==> src/rtl/turn_executor.sv <==
// Turn executor: converts one-shot turn trigger pulses into timed steering
// drive, followed by a settle period, with forward motion gated meanwhile.
module turn_executor #(
    parameter int TURN_90_TICKS  = 450,
    parameter int TURN_180_TICKS = 900,
    parameter int SETTLE_TICKS   = 25,
    parameter int CNT_W          = 16
) (
    input  logic clk,
    input  logic rst_n,
    input  logic enable,
    input  logic trigger_turn_left,
    input  logic trigger_turn_right,
    input  logic trigger_turn_back,
    input  logic move_forward_req,
    output logic is_turning,
    output logic out_forward,
    output logic out_turn_left,
    output logic out_turn_right,
    output logic turn_done
);

    typedef enum logic [2:0] {
        IDLE   = 3'd0,
        TURN_L = 3'd1,
        TURN_R = 3'd2,
        TURN_B = 3'd3,
        SETTLE = 3'd4
    } state_t;

    localparam logic [CNT_W-1:0] LAST_90     = CNT_W'(TURN_90_TICKS - 1);
    localparam logic [CNT_W-1:0] LAST_180    = CNT_W'(TURN_180_TICKS - 1);
    localparam logic [CNT_W-1:0] LAST_SETTLE = CNT_W'(SETTLE_TICKS - 1);

    state_t           state_q, state_d;
    logic [CNT_W-1:0] cnt_q, cnt_d;
    logic             left_hist_q, right_hist_q, back_hist_q;
    logic             is_turning_d, out_forward_d, out_turn_left_d;
    logic             out_turn_right_d, turn_done_d;
    logic             is_turning_q, out_forward_q, out_turn_left_q;
    logic             out_turn_right_q, turn_done_q;

    logic left_edge, right_edge, back_edge;
    assign left_edge  = trigger_turn_left  & ~left_hist_q;
    assign right_edge = trigger_turn_right & ~right_hist_q;
    assign back_edge  = trigger_turn_back  & ~back_hist_q;

    // State register, counter, trigger history and registered outputs
    always_ff @(posedge clk or negedge rst_n) begin
        if (!rst_n) begin
            state_q          <= IDLE;
            cnt_q            <= '0;
            left_hist_q      <= 1'b0;
            right_hist_q     <= 1'b0;
            back_hist_q      <= 1'b0;
            is_turning_q     <= 1'b0;
            out_forward_q    <= 1'b0;
            out_turn_left_q  <= 1'b0;
            out_turn_right_q <= 1'b0;
            turn_done_q      <= 1'b0;
        end else begin
            state_q          <= state_d;
            cnt_q            <= cnt_d;
            left_hist_q      <= trigger_turn_left;
            right_hist_q     <= trigger_turn_right;
            back_hist_q      <= trigger_turn_back;
            is_turning_q     <= is_turning_d;
            out_forward_q    <= out_forward_d;
            out_turn_left_q  <= out_turn_left_d;
            out_turn_right_q <= out_turn_right_d;
            turn_done_q      <= turn_done_d;
        end
    end

    // Next-state and counter
    always_comb begin
        state_d = state_q;
        cnt_d   = cnt_q + 1'b1;
        if (!enable) begin
            state_d = IDLE;
            cnt_d   = '0;
        end else begin
            case (state_q)
                IDLE: begin
                    cnt_d = '0;
                    if (back_edge)       state_d = TURN_B;
                    else if (left_edge)  state_d = TURN_L;
                    else if (right_edge) state_d = TURN_R;
                end
                TURN_L, TURN_R: begin
                    if (cnt_q == LAST_90) begin
                        state_d = SETTLE;
                        cnt_d   = '0;
                    end
                end
                TURN_B: begin
                    if (cnt_q == LAST_180) begin
                        state_d = SETTLE;
                        cnt_d   = '0;
                    end
                end
                SETTLE: begin
                    if (cnt_q == LAST_SETTLE) begin
                        state_d = IDLE;
                        cnt_d   = '0;
                    end
                end
                default: begin
                    state_d = IDLE;
                    cnt_d   = '0;
                end
            endcase
        end
    end

    // Outputs are decoded from the state being entered so they register with it
    always_comb begin
        is_turning_d     = 1'b0;
        out_forward_d    = 1'b0;
        out_turn_left_d  = 1'b0;
        out_turn_right_d = 1'b0;
        turn_done_d      = 1'b0;
        if (enable) begin
            case (state_d)
                IDLE: begin
                    out_forward_d = move_forward_req;
                    turn_done_d   = (state_q == SETTLE);
                end
                TURN_L: begin
                    is_turning_d    = 1'b1;
                    out_turn_left_d = 1'b1;
                end
                TURN_R, TURN_B: begin
                    is_turning_d     = 1'b1;
                    out_turn_right_d = 1'b1;
                end
                SETTLE:  is_turning_d = 1'b1;
                default: is_turning_d = 1'b0;
            endcase
        end
    end

    assign is_turning     = is_turning_q;
    assign out_forward    = out_forward_q;
    assign out_turn_left  = out_turn_left_q;
    assign out_turn_right = out_turn_right_q;
    assign turn_done      = turn_done_q;

endmodule
==> config.mk <==
export PLATFORM = sky130hd
export DESIGN_NAME = turn_executor
export DESIGN_NICKNAME = d
export VERILOG_FILES = /design/src/rtl/turn_executor.sv
export SDC_FILE = /design/constraint.sdc
export NUM_CORES = 1
export LEC_CHECK = 0
export ABC_CLOCK_PERIOD_IN_PS = 6440
export CAP_MARGIN = 20
export CORE_MARGIN = 1.5
export CORE_UTILIZATION = 35
export DETAILED_ROUTE_END_ITERATION = 8
export RECOVER_POWER = 50
export SYNTH_ARGS = -nofsm -noshare
export SYNTH_HDL_FRONTEND = slang
export SYNTH_SLANG_ARGS = --single-unit
==> constraint.sdc <==
create_clock -name clk -period 6.44 [get_ports clk]
set_clock_uncertainty 0.05 [all_clocks]
set_input_delay 0.644 -clock clk [delete_from_list [all_inputs] [get_ports clk]]
set_output_delay 0.644 -clock clk [all_outputs]
set_load 0.03 [all_outputs]
After elaboration in Yosys (flattened, before gate mapping)
Index checks and enable logic that the tools add are counted.
Storage, ports and cells
  bits in registers: 27
  input bits: 7
  output and inout bits: 5
  word-level logic and storage cells: 56
Cells by class
  $add $sub $neg: 1
  equal/unequal tests: 11
  mux-type cells: 23
  bitwise logic cells: 6
  reductions and logical operators: 5
Operator list (number)
  two-way mux 16 bit: 4
  case mux 16 bit (3 select lines): 1
  two-way mux 3 bit: 7
  adder 16 x 1 -> 16 bit, second input constant: 1
  == test 16 x 10 -> 1 bit, second input constant: 1
  == test 16 x 5 -> 1 bit, second input constant: 1
  == test 16 x 9 -> 1 bit, second input constant: 1
  == test 3 x 2 -> 1 bit, second input constant: 4
  case mux 3 bit (4 select lines): 1
  two-way mux 1 bit: 10
  == test 3 x 1 -> 1 bit, second input constant: 2
  == test 3 bit, second input constant: 2
  zero test 3 bit: 2
  OR reduction 2 bit: 2
  OR reduction 4 bit: 1
  bitwise AND 1 bit: 3
  NOT 1 bit: 3

Logic depth before layout (Yosys ltp)
Gate-level depths: netlist of the first run.
  word-level depth: 11
  mapped depth: 9
  gate-level depth less buffers: 7

Least setup slack after synthesis of the first run
Ideal clock, no wire load.
  path type: register to register
  start: register cnt_q[1]
  end: register is_turning_q (netlist: is_turning)
  setup time: 0.131 ns
  data arrival time: 1.844 ns
  data required time: 6.259 ns
  setup slack: 4.414 ns
  cell stages (with the launch flop): 7
  path buffers: 0
  clock period less this slack: 2.026 ns
  cells stage by stage: dfrtp_1 inv_1 ha_1 or4b_1 nor4_1 a2111oi_0 or3_1
Between the ends
  cells in the longest elaborated chain, start to end: 8
  elaborated cells on any way between the ends: 15
  those cells by class: eq/ne: 7; mux: 7; reduce/logical: 1
Ends and longest elaborated chain
  from (decl): line 36  | logic [CNT_W-1:0] cnt_q, cnt_d;
  from (signal assigned): line 63  | cnt_q <= cnt_d;
  == test 16 x 5 -> 1 bit, or another cell as far along: line 103  | if (cnt_q == LAST_SETTLE) begin
  two-way mux 3 bit (on tied branches): line 103, 91, 97
  case mux 3 bit (4 select lines) (*): line 83  | case (state_q)
  two-way mux 3 bit (*): line 79  | if (!enable) begin
  == test 3 x 2 -> 1 bit, or another cell as far along: line 124  | case (state_d)
  OR reduction 4 bit (no source line) (*)
  two-way mux 1 bit (*): line 124
  two-way mux 1 bit (*): line 123  | if (enable) begin
  net is_turning_d: line 38  | logic is_turning_d, out_forward_d, out_turn_left_d;
  to (signal assigned): line 67  | is_turning_q <= is_turning_d;
  to (decl): line 40  | logic is_turning_q, out_forward_q, out_turn_left_q;
Mark *: on every way through the listed nets, which the timed path passes. The rest lies on a longest branch.

Worst setup path after layout of the first run
  start: input port trigger_turn_back
  end: register out_turn_left_q (netlist: out_turn_left)
Between the ends
  cells in the longest elaborated chain, start to end: 7
Ends and longest elaborated chain
  from (decl): line 14  | input logic trigger_turn_back,
  bitwise AND 1 bit: line 46  | assign back_edge = trigger_turn_back & ~back_hist_q;
  two-way mux 3 bit: line 86  | if (back_edge) state_d = TURN_B;
  case mux 3 bit (4 select lines): line 83
  two-way mux 3 bit: line 79
  net state_d[1]: line 35  | state_t state_q, state_d;
  == test 3 x 1 -> 1 bit: line 124
  two-way mux 1 bit: line 124
  two-way mux 1 bit: line 123
  net out_turn_left_d: line 38
  to (signal assigned): line 69  | out_turn_left_q <= out_turn_left_d;
  to (decl): line 40
The timed path passes the listed nets, and every way through them passes these cells.

==> metrics, run 1 <==
GP Congestion 0.8202; Final Hold Fails 0; vias in the first global route 1063; final worst-path setup slack 4.019 ns; Root Buffer clkbuf_8; total CTS buffers 3; Initial Util 36.73%; Post-DP HPWL 1777 um; post-cts gate resize count 0; synth-to-layout area growth 14.76%; I/O pin count 12; hold endpoint cnt_q[0]$_DFF_PN0_; global-route wire length before repair 4595 um; nets 161; DP Cell Count 193; worst r2r src cnt_q[1]$_DFF_PN0_; core box area 3716 um^2; GR Util All Layers 13.79%; P_int 240.6 uW; slew margin rel. 2.651%; synth unique cells 35; sw frac 26.72%; share of cells above drive strength 1 6.000%; sw power 87.73 uW; Post-Syn Instances 137; Yosys reg bits 27; hold path cells 1; slowest stage delay, CP 0.79 ns; CTS Hold Bufs 0; Reg2Reg Depth 6; Cell Area, Placed 1516 um^2; Iter 0 DRT Violations 56; leading area contributor after synthesis dfrtp_1; hold_sp cnt_q[0]$_DFF_PN0_; post-route cell area 1567 um^2; DR DRC count 0; Syn Area/Cell 9.964 um^2; Power Total 328.3 uW; Max Clk Rate 0.4130 GHz; top-area cell type share of the netlist area 49.50%; worst hold slack 0.4753 ns; required time worst endpoint 6.55 ns; clk_lat worst skew 0.27 ns; CTS tree yes; Worst-Margin Slew 1.460 ns; Reg clk slew, reported paths 0.09 ns; leakage 0.6328 nW; Max Cap Viol 0; crit-path cells dlygate4sd3_1, nor2b_1, a311oi_1, a2111oi_0, o21bai_1, nor2b_1; final core occ 42.15%; RSZ-0062 raised after global routing no; pre-CTS setup slack 3.682 ns; Combinational Power Share 14.8%; H-tree levels 1; n_diodes 0; PD cells 209.6 nW/um^2; reg-to-reg setup timing slack 4.10 ns; full die area 4284 um^2; Max FO, Critical Path 4; hold crit path type reg2reg; CP max stage cell a2111oi_0; GRT overflow 0; Post-DRT Antenna Nets 0; Rows 22; clock tree buffer depth 2; largest net degree at the start of global routing 28; Die Height 65.45 um; setup tns final 0 ns; Sink Count 27; Setup Crit Path Kind in2reg; Setup Fix Bufs, Post-CTS 0; Syn. warnings 0; Clock power frac 29.5%; non-filler instance count after layout 198; Final setup viols 0; Most common cell on crit path nor2b_1; overall routed net length 2559 um; register area share after synthesis 49.50%; Syn Std Cell Area 1365 um^2; Slew Limit Fails 0; maximum vdd drop 0.0001127 V; status finished, final reports clean; drt wl/cell 12.92 um; initial antenna violation count 0; Reg power frac 55.7%; reg2reg end is_turning$_DFF_PN0_; port bufs 11; Tcrit/Tclk final 37.59%; Via-to-Cell Ratio 5.152; crit path time final 2.421 ns; Worst setup EP type register; Initial DRT Pass Iterations 4; routed via count 1020; Area contributors post-synth dfrtp_1 49%, nor2_1 6.0%, xnor2_1 5.8%; CP Launch Type input pin; critical path arrival 2.54 ns; Horiz. Die Dim 65.45 um; syn_nets 147
==> critical path: cells and delay by family <==
| kind | cells | cell delay (ns) |
|---|---|---|
| AO/OA/AOI/OAI | 3 | 1.11 |
| buffers and inverters | 1 | 0.55 |
| AND/OR/NAND/NOR | 2 | 0.24 |
==> cell usage after synthesis <==
library cell / n
a2111oi_0: 1
o22ai_1: 1
clkbuf_1: 2
and3b_1: 1
a21oi_1: 1
inv_1: 6
a211o_1: 1
buf_4: 1
or3_1: 1
a2111o_1: 1
nor2b_1: 5
and3_1: 2
nand4_1: 1
xnor2_1: 9
nor4_1: 5
nand4b_1: 2
nand2_1: 10
nor4_4: 1
o21ai_1: 1
or3b_2: 1
buf_6: 1
o21bai_1: 2
or4_1: 1
nor2_1: 22
and2_1: 1
ha_1: 3
xor2_1: 6
nand3_1: 7
or4b_1: 1
a311oi_1: 1
nand2b_1: 3
or4_4: 2
dfrtp_1: 27
nor3_1: 6
a32oi_1: 1
==> cells by family (layout without fill, tap and decap cells) <==
kind of cell               Yosys count  in the layout  synth area share, %
DFF                                 27             27                49.50
AOI/OAI and AO/OA                   10             10                5.683
adders and majority gates            3              3                2.750
buffers and inverters               10             23                3.575
and+or+nand+nor                     72             72                28.87
xor gates and xnor gates            15             15                9.624
==> final cells by class <==
class	instances	area, um^2
Multi-Input combinational cell	100	640.6
Tap cell	48	60.06
Timing Repair Buffer	13	121.4
Clock inverter	1	5.005
Sequential cell	27	675.6
Inverter	6	22.52
Clock buffer	3	41.29
Fill cell	350	2150
==> layout by cell type, fill, tap and decap left out, drive strengths merged <==
| cell type | Yosys | final |
|---|---|---|
| clkinv | 0 | 1 |
| and2 | 1 | 1 |
| or3b | 1 | 1 |
| nor2b | 5 | 5 |
| buf | 2 | 1 |
| nor2 | 22 | 22 |
| or4b | 1 | 1 |
| nor4 | 6 | 6 |
| nor3 | 6 | 6 |
| nand2 | 10 | 10 |
| o22ai | 1 | 1 |
| a32oi | 1 | 1 |
| a211o | 1 | 1 |
| nand3 | 7 | 7 |
| a2111oi | 1 | 1 |
| o21bai | 2 | 2 |
| ha | 3 | 3 |
| dfrtp | 27 | 27 |
| dlygate4sd3 | 0 | 4 |
| xor2 | 6 | 6 |
| or3 | 1 | 1 |
| and3 | 2 | 2 |
| nand4 | 1 | 1 |
| clkbuf | 2 | 4 |
| inv | 6 | 6 |
| a2111o | 1 | 1 |
| xnor2 | 9 | 9 |
| a311oi | 1 | 1 |
| and3b | 1 | 1 |
| nand4b | 2 | 2 |
| clkdlybuf4s50 | 0 | 7 |
| o21ai | 1 | 1 |
| a21oi | 1 | 1 |
| nand2b | 3 | 3 |
| or4 | 3 | 3 |
==> sequential cells by signal, summed over array words and instances, names as in the netlist <==
signal	flops
back_hist_q	1
cnt_q	16
state_q	3
out_turn_left	1
out_turn_right	1
out_forward	1
right_hist_q	1
is_turning	1
turn_done	1
left_hist_q	1
==> worst max-delay path by stage <==
stage                               to           startpoint  cells past startpoint
2_1_floorplan     is_turning$_DFF_PN0_   cnt_q[1]$_DFF_PN0_                      6
3_3_place_gp        cnt_q[4]$_DFF_PN0_  cnt_q[13]$_DFF_PN0_                      5
3_5_place_dp        cnt_q[6]$_DFF_PN0_  cnt_q[13]$_DFF_PN0_                      5
5_1_grt        out_turn_left$_DFF_PN0_    trigger_turn_back                      6
4_1_cts            cnt_q[14]$_DFF_PN0_  cnt_q[13]$_DFF_PN0_                      5
6_report       out_turn_left$_DFF_PN0_    trigger_turn_back                      6
==> power by group through the flow <==
stage / sequential (mW) / combinational, mW / clock [mW]
final: 0.183 / 0.0487 / 0.0969
after global routing: 0.184 / 0.0547 / 0.106
after CTS: 0.183 / 0.0489 / 0.0995
after detailed placement: 0.186 / 0.0486 / 0
after global placement: 0.186 / 0.0473 / 0
after floorplan: 0.192 / 0.0250 / 0
==> per-layer routing <==
metal  up-vias  global-route usage, %  wire length [um]
met5         -                      0                 0
met3         5                  2.055                63
met4         0                  4.688                41
met2        15                  22.45              1265
met1       502                  18.81              1188
li1        498                      -                 -
No activity file was read; power rests on OpenSTA's default activity.
==> run 2, diff against run 1 <==
--- a/config.mk
+++ b/config.mk
@@ -5,7 +5,7 @@
 export SDC_FILE = /design/constraint.sdc
 export NUM_CORES = 1
 export LEC_CHECK = 0
-export ABC_CLOCK_PERIOD_IN_PS = 6440
+export ABC_CLOCK_PERIOD_IN_PS = 2300
 export CAP_MARGIN = 20
 export CORE_MARGIN = 1.5
 export CORE_UTILIZATION = 35
==> constraint.sdc (replaced) <==
create_clock -name clk -period 2.3 [get_ports clk]
set_clock_uncertainty 0.05 [all_clocks]
set_input_delay 0.23 -clock clk [delete_from_list [all_inputs] [get_ports clk]]
set_output_delay 0.23 -clock clk [all_outputs]
set_load 0.03 [all_outputs]
==> run 2 against run 1 <==
Effect of this change:
- highest routed layer unchanged
- final cell count increased by 1.5%
- power increased to 2.8 times the previous value
- first-iteration DRC count decreased by 39%
- flip-flop and latch count unchanged
- combinational power increased to 2.8 times the previous value
- register-to-register slack got worse by 4.0 ns
==> metrics, run 2 (synthesis results as in run 1) <==
port bufs 11; Largest register FFs 16; Max FO, Critical Path 4; Final Hold Fails 0; slowest stage delay, CP 0.45 ns; GP Congestion 0.8904; routed via count 992; CP Launch Type register; Post-DP HPWL 1870 um; status finished, final reports clean; clk_lat worst skew 0.28 ns; Max Clk Rate 0.4649 GHz; CTS Hold Bufs 0; sw power 251.9 uW; required time worst endpoint 2.42 ns; Worst-Margin Slew 1.397 ns; initial antenna violation count 0; Reg power frac 55.2%; I/O pin count 12; met2 usage 23.47%; CTS tree yes; Clock power frac 29.9%; GR Util All Layers 13.89%; hold crit path type in2reg; Worst setup EP type register; core box area 3716 um^2; total CTS buffers 3; Horiz. Die Dim 65.45 um; setup tns final 0 ns; sw frac 27.14%; Post-DRT Antenna Nets 0; met1 GRT Util 17.43%; H-tree levels 1; n_diodes 0; number of fill cells in the layout 357; share of cells above drive strength 1 9.150%; Reg clk slew, reported paths 0.09 ns; P_int 676.3 uW; Die Height 65.45 um; Combinational Power Share 14.9%; vias in the first global route 1009; most frequent cells in the layout 27 x dfrtp_1, 22 x nor2_1, 10 x nand2_1; RSZ-0062 raised after global routing no; Initial DRT Pass Iterations 4; DR DRC count 0; largest register by flop count cnt_q; slew margin rel. 6.854%; final worst-path setup slack 0.1490 ns; crit-path cells inv_1, ha_1, or4b_1, nor4_2, a2111o_1, o21ai_1, or3_1; final core occ 43.20%; nets 164; Rows 22; crit path time final 2.151 ns; met3 Usage GRT 2.055%; Slew Limit Fails 0; Iter 0 DRT Violations 34; Top Registers cnt_q x16, state_q x3; commonest non-fill, non-tap cell in the layout dfrtp_1; clock tree buffer depth 2; most used routing layer met2; CP max stage cell or4b_1; Setup Crit Path Kind reg2reg; global-route wire length before repair 4588 um; Final setup viols 0; Max Cap Viol 0; PD cells 578.2 nW/um^2; Root Buffer clkbuf_8; Tcrit/Tclk final 93.52%; leakage 0.6459 nW; Sink Count 27; synth-to-layout area growth 17.60%; GRT overflow 0; drt wl/cell 12.60 um; pre-CTS setup slack 0.01892 ns; critical path arrival 2.27 ns; Via-to-Cell Ratio 4.935; Initial Util 36.73%; largest net degree at the start of global routing 28; maximum vdd drop 0.0003132 V; full die area 4284 um^2; overall routed net length 2532 um
[run 2: changes by cell type in the layout (fill, tap and decap cells not counted)]
cell        change
nor4_2          +2
buf_4           +3
clkinvlp_4      +1
clkinv_2        -1
a2111oi_0       -1
nor4_1          -2
a2111oi_1       +1
[run 2: final cells by class]
cell class,instances,area [um^2],area share (%)
Sequential cell,27,675.6,42.09
Inverter,6,22.52,1.403
Tap cell,48,60.06,3.741
Timing Repair Buffer,16,143.9,8.963
Clock buffer,3,41.29,2.572
Multi-Input combinational cell,100,654.4,40.76
Clock inverter,1,7.507,0.4677
[run 2: power groups by stage]
stage	Sequential (mW)	Clock [mW]	Combinational [mW]
after floorplan	0.539	0	0.0700
after global placement	0.521	0	0.139
after detailed placement	0.522	0	0.140
after CTS	0.512	0.289	0.141
after global routing	0.517	0.304	0.153
final	0.512	0.278	0.138
[run 2: path summary, 6_finish.rpt]
path,from,cells past startpoint,endpoint,slack (ns)
min reg2reg,cnt_q[0]$_DFF_PN0_,1,cnt_q[0]$_DFF_PN0_,0.47
min,move_forward_req,3,out_forward$_DFF_PN0_,0.43
min in group asynchronous,rst_n,2,back_hist_q$_DFF_PN0_,0.74
max in group asynchronous,rst_n,2,cnt_q[6]$_DFF_PN0_,0.64
max reg2reg,cnt_q[1]$_DFF_PN0_,7,is_turning$_DFF_PN0_,0.15
max,cnt_q[1]$_DFF_PN0_,7,is_turning$_DFF_PN0_,0.15
[run 2: repair_timing]
| item | in CTS | in global routing |
|---|---|---|
| buffers inserted | 0 | 0 |
| endpoints found under the setup margin | 0 | 3 |
| gates resized for setup | 0 | 3 |
[run 2: layer usage]
metal / vias to the layer above / share of wire [%] / routed length [um]
met3: 5 / 2.3 / 59
met4: 0 / 2.1 / 52
li1: 501 / - / -
met1: 469 / 47 / 1194
met5: - / 0 / 0
met2: 17 / 48 / 1226
[run 2: per-stage QoR]
stage | area (um^2) | power, mW | hold slack [ns] | instances
floorplan | 1365 | 0.6087 | -0.1156 | 137
global placement | 1546 | 0.6599 | 0.4608 | 197
detailed placement | 1546 | 0.6619 | 0.4615 | 197
CTS | 1595 | 0.9419 | 0.2604 | 201
global route | 1605 | 0.9739 | 0.4486 | 201
finish | 1605 | 0.9281 | 0.4318 | 201
[run 2: worst max-delay path, delay by kind of cell, from the launching register on]
family          cells  cell delay (ns)
simple gates        3             1.04
fa+ha+maj           1             0.15
buf+inv             1             0.08
flops               1             0.41
compound gates      2             0.31
==> run 3, diff against run 2 <==
--- a/config.mk
+++ b/config.mk
@@ -11,6 +11,7 @@
 export CORE_UTILIZATION = 35
 export DETAILED_ROUTE_END_ITERATION = 8
 export RECOVER_POWER = 50
+export SETUP_SLACK_MARGIN = 0.4
 export SYNTH_ARGS = -nofsm -noshare
 export SYNTH_HDL_FRONTEND = slang
 export SYNTH_SLANG_ARGS = --single-unit
==> run 3 against run 2 <==
Effect of this change:
- fmax is 2.0% higher
- clock power is 2% lower
- global-route usage is 0.56 points higher
- sequential share of layout area is 3.7 points lower
- power is 4.5% higher
- core utilization is 4.1 points higher
- design area is 9.6% higher
- register-to-register slack better by 0.04 ns
- combinational power is 33% higher
- die area stayed put
- worst setup slack better by 0.042 ns
- critical endpoint unchanged
==> metrics, run 3 (synthesis results as in run 1) <==
reg-to-reg setup timing slack 0.19 ns; Combinational Power Share 18.9%; Rows 22; final core occ 47.34%; Top Registers cnt_q x16, state_q x3; sw frac 27.23%; maximum vdd drop 0.0004291 V; Initial Util 36.73%; Via-to-Cell Ratio 5.119; Post-DRT Antenna Nets 0; most frequent cells in the layout 27 x dfrtp_1, 22 x nor2_1, 12 x buf_4; worst hold slack 0.4789 ns; CTS tree yes; Clock power frac 28.0%; worst setup path start cnt_q[12]$_DFF_PN0_; Sink Count 27; leakage 0.7090 nW; Iter 0 DRT Violations 53; Tcrit/Tclk final 91.69%; I/O pin count 12; reg2reg end is_turning$_DFF_PN0_; global-route wire length before repair 4899 um; Largest register FFs 16; Worst setup EP type register; hold endpoint out_forward$_DFF_PN0_; Cell Area, Placed 1539 um^2; crit-path leading delay family simple AND/OR/NAND/NOR gates; clk_lat worst skew 0.27 ns; share of cells above drive strength 1 19.75%; Reg clk slew, reported paths 0.09 ns; CP max stage cell or4_4; Root Buffer clkbuf_8; hold_sp move_forward_req; core box area 3716 um^2; CP Launch Type register; Reg2Reg Depth 5; overall routed net length 2787 um; commonest non-fill, non-tap cell in the layout dfrtp_1; synth-to-layout area growth 28.87%; CTS Hold Bufs 0; Slew Limit Fails 0; RSZ-0062 raised after global routing yes; hold path cells 3; GRT overflow 0; PD cells 551.6 nW/um^2; Post-DP HPWL 1867 um; port bufs 11; crit-path cells or4_4, nor4_4, buf_4, a2111oi_4, or3_1; Reg power frac 53.0%; status finished, final reports clean; GR Util All Layers 14.45%; worst r2r src cnt_q[12]$_DFF_PN0_; Initial DRT Pass Iterations 4; largest net degree at the start of global routing 28; DR DRC count 0; worst path bufs/invs 1; n_diodes 0; slew margin rel. 5.676%; required time worst endpoint 2.41 ns; H-tree levels 1; setup tns final 0 ns; Max Cap Viol 0; crit path time final 2.109 ns; Setup Crit Path Kind reg2reg; number of fill cells in the layout 359; Worst-Margin Slew 1.415 ns; slowest stage delay, CP 0.60 ns; final worst-path setup slack 0.1911 ns; hold crit path type in2reg; full die area 4284 um^2; Final setup viols 0; drt wl/cell 13.27 um; clock tree buffer depth 2; Horiz. Die Dim 65.45 um; post-route cell area 1759 um^2; total CTS buffers 3; P_int 706.1 uW; pre-CTS setup slack 0.09367 ns; sw power 264.2 uW; vias in the first global route 1126; Max Clk Rate 0.4742 GHz; nets 173; GP Congestion 0.8325; routed via count 1075; largest register by flop count cnt_q; Max FO, Critical Path 4; Final Hold Fails 0; Die Height 65.45 um; initial antenna violation count 0; critical path arrival 2.22 ns
run 3: worst max-delay path by stage:
| stage | endpoint | cells past startpoint |
|---|---|---|
| after CTS | is_turning$_DFF_PN0_ | 7 |
| after floorplan | cnt_q[13]$_DFF_PN0_ | 7 |
| after detailed placement | is_turning$_DFF_PN0_ | 7 |
| after global placement | is_turning$_DFF_PN0_ | 7 |
| final | is_turning$_DFF_PN0_ | 5 |
| after global routing | is_turning$_DFF_PN0_ | 7 |
run 3: what timing repair did:
| item | in CTS | in global routing |
|---|---|---|
| buffers inserted | 6 | 5 |
| setup endpoints to repair | 22 | 23 |
| cloned | 0 | 0 |
| resized for setup | 9 | 7 |
| pin swaps | 3 | 6 |
run 3: tightest hold or removal path: cells and delay by family:
| kind | cells | cell delay [ns] |
|---|---|---|
| buf+inv | 1 | 0.41 |
| simple gates | 2 | 0.14 |
run 3: layer usage:
layer | vias to the layer above | part of all wire, % | GRT usage (%)
li1 | 521 | - | -
met1 | 530 | 48 | 19.01
met2 | 20 | 47 | 24.36
met3 | 4 | 3.7 | 3.425
met4 | 0 | 0.61 | 2.865
met5 | - | 0 | 0
run 3: cell type report:
| class | count | area [um^2] | area share (%) |
|---|---|---|---|
| multi-input cells | 100 | 737.0 | 41.89 |
| flip-flops and latches | 27 | 675.6 | 38.41 |
| repair buffers | 25 | 215.2 | 12.23 |
| well taps | 48 | 60.06 | 3.414 |
| clock buffers | 3 | 41.29 | 2.347 |
| inverters | 6 | 22.52 | 1.280 |
| clock inverters | 1 | 7.507 | 0.4267 |
run 3: per-stage QoR:
| step | cells | power [mW] |
|---|---|---|
| 2_1_floorplan | 137 | 0.6102 |
| 3_3_place_gp | 195 | 0.6622 |
| 3_5_place_dp | 195 | 0.6653 |
| 4_1_cts | 205 | 0.9634 |
| 5_1_grt | 210 | 1.023 |
| 6_report | 210 | 0.9703 |
run 3: power by group through the flow:
stage | clock network, mW | registers (mW) | logic (mW)
CTS | 0.282 | 0.512 | 0.169
finish | 0.272 | 0.515 | 0.184
floorplan | 0 | 0.539 | 0.0712
global placement | 0 | 0.522 | 0.141
global route | 0.301 | 0.518 | 0.204
detailed placement | 0 | 0.523 | 0.142
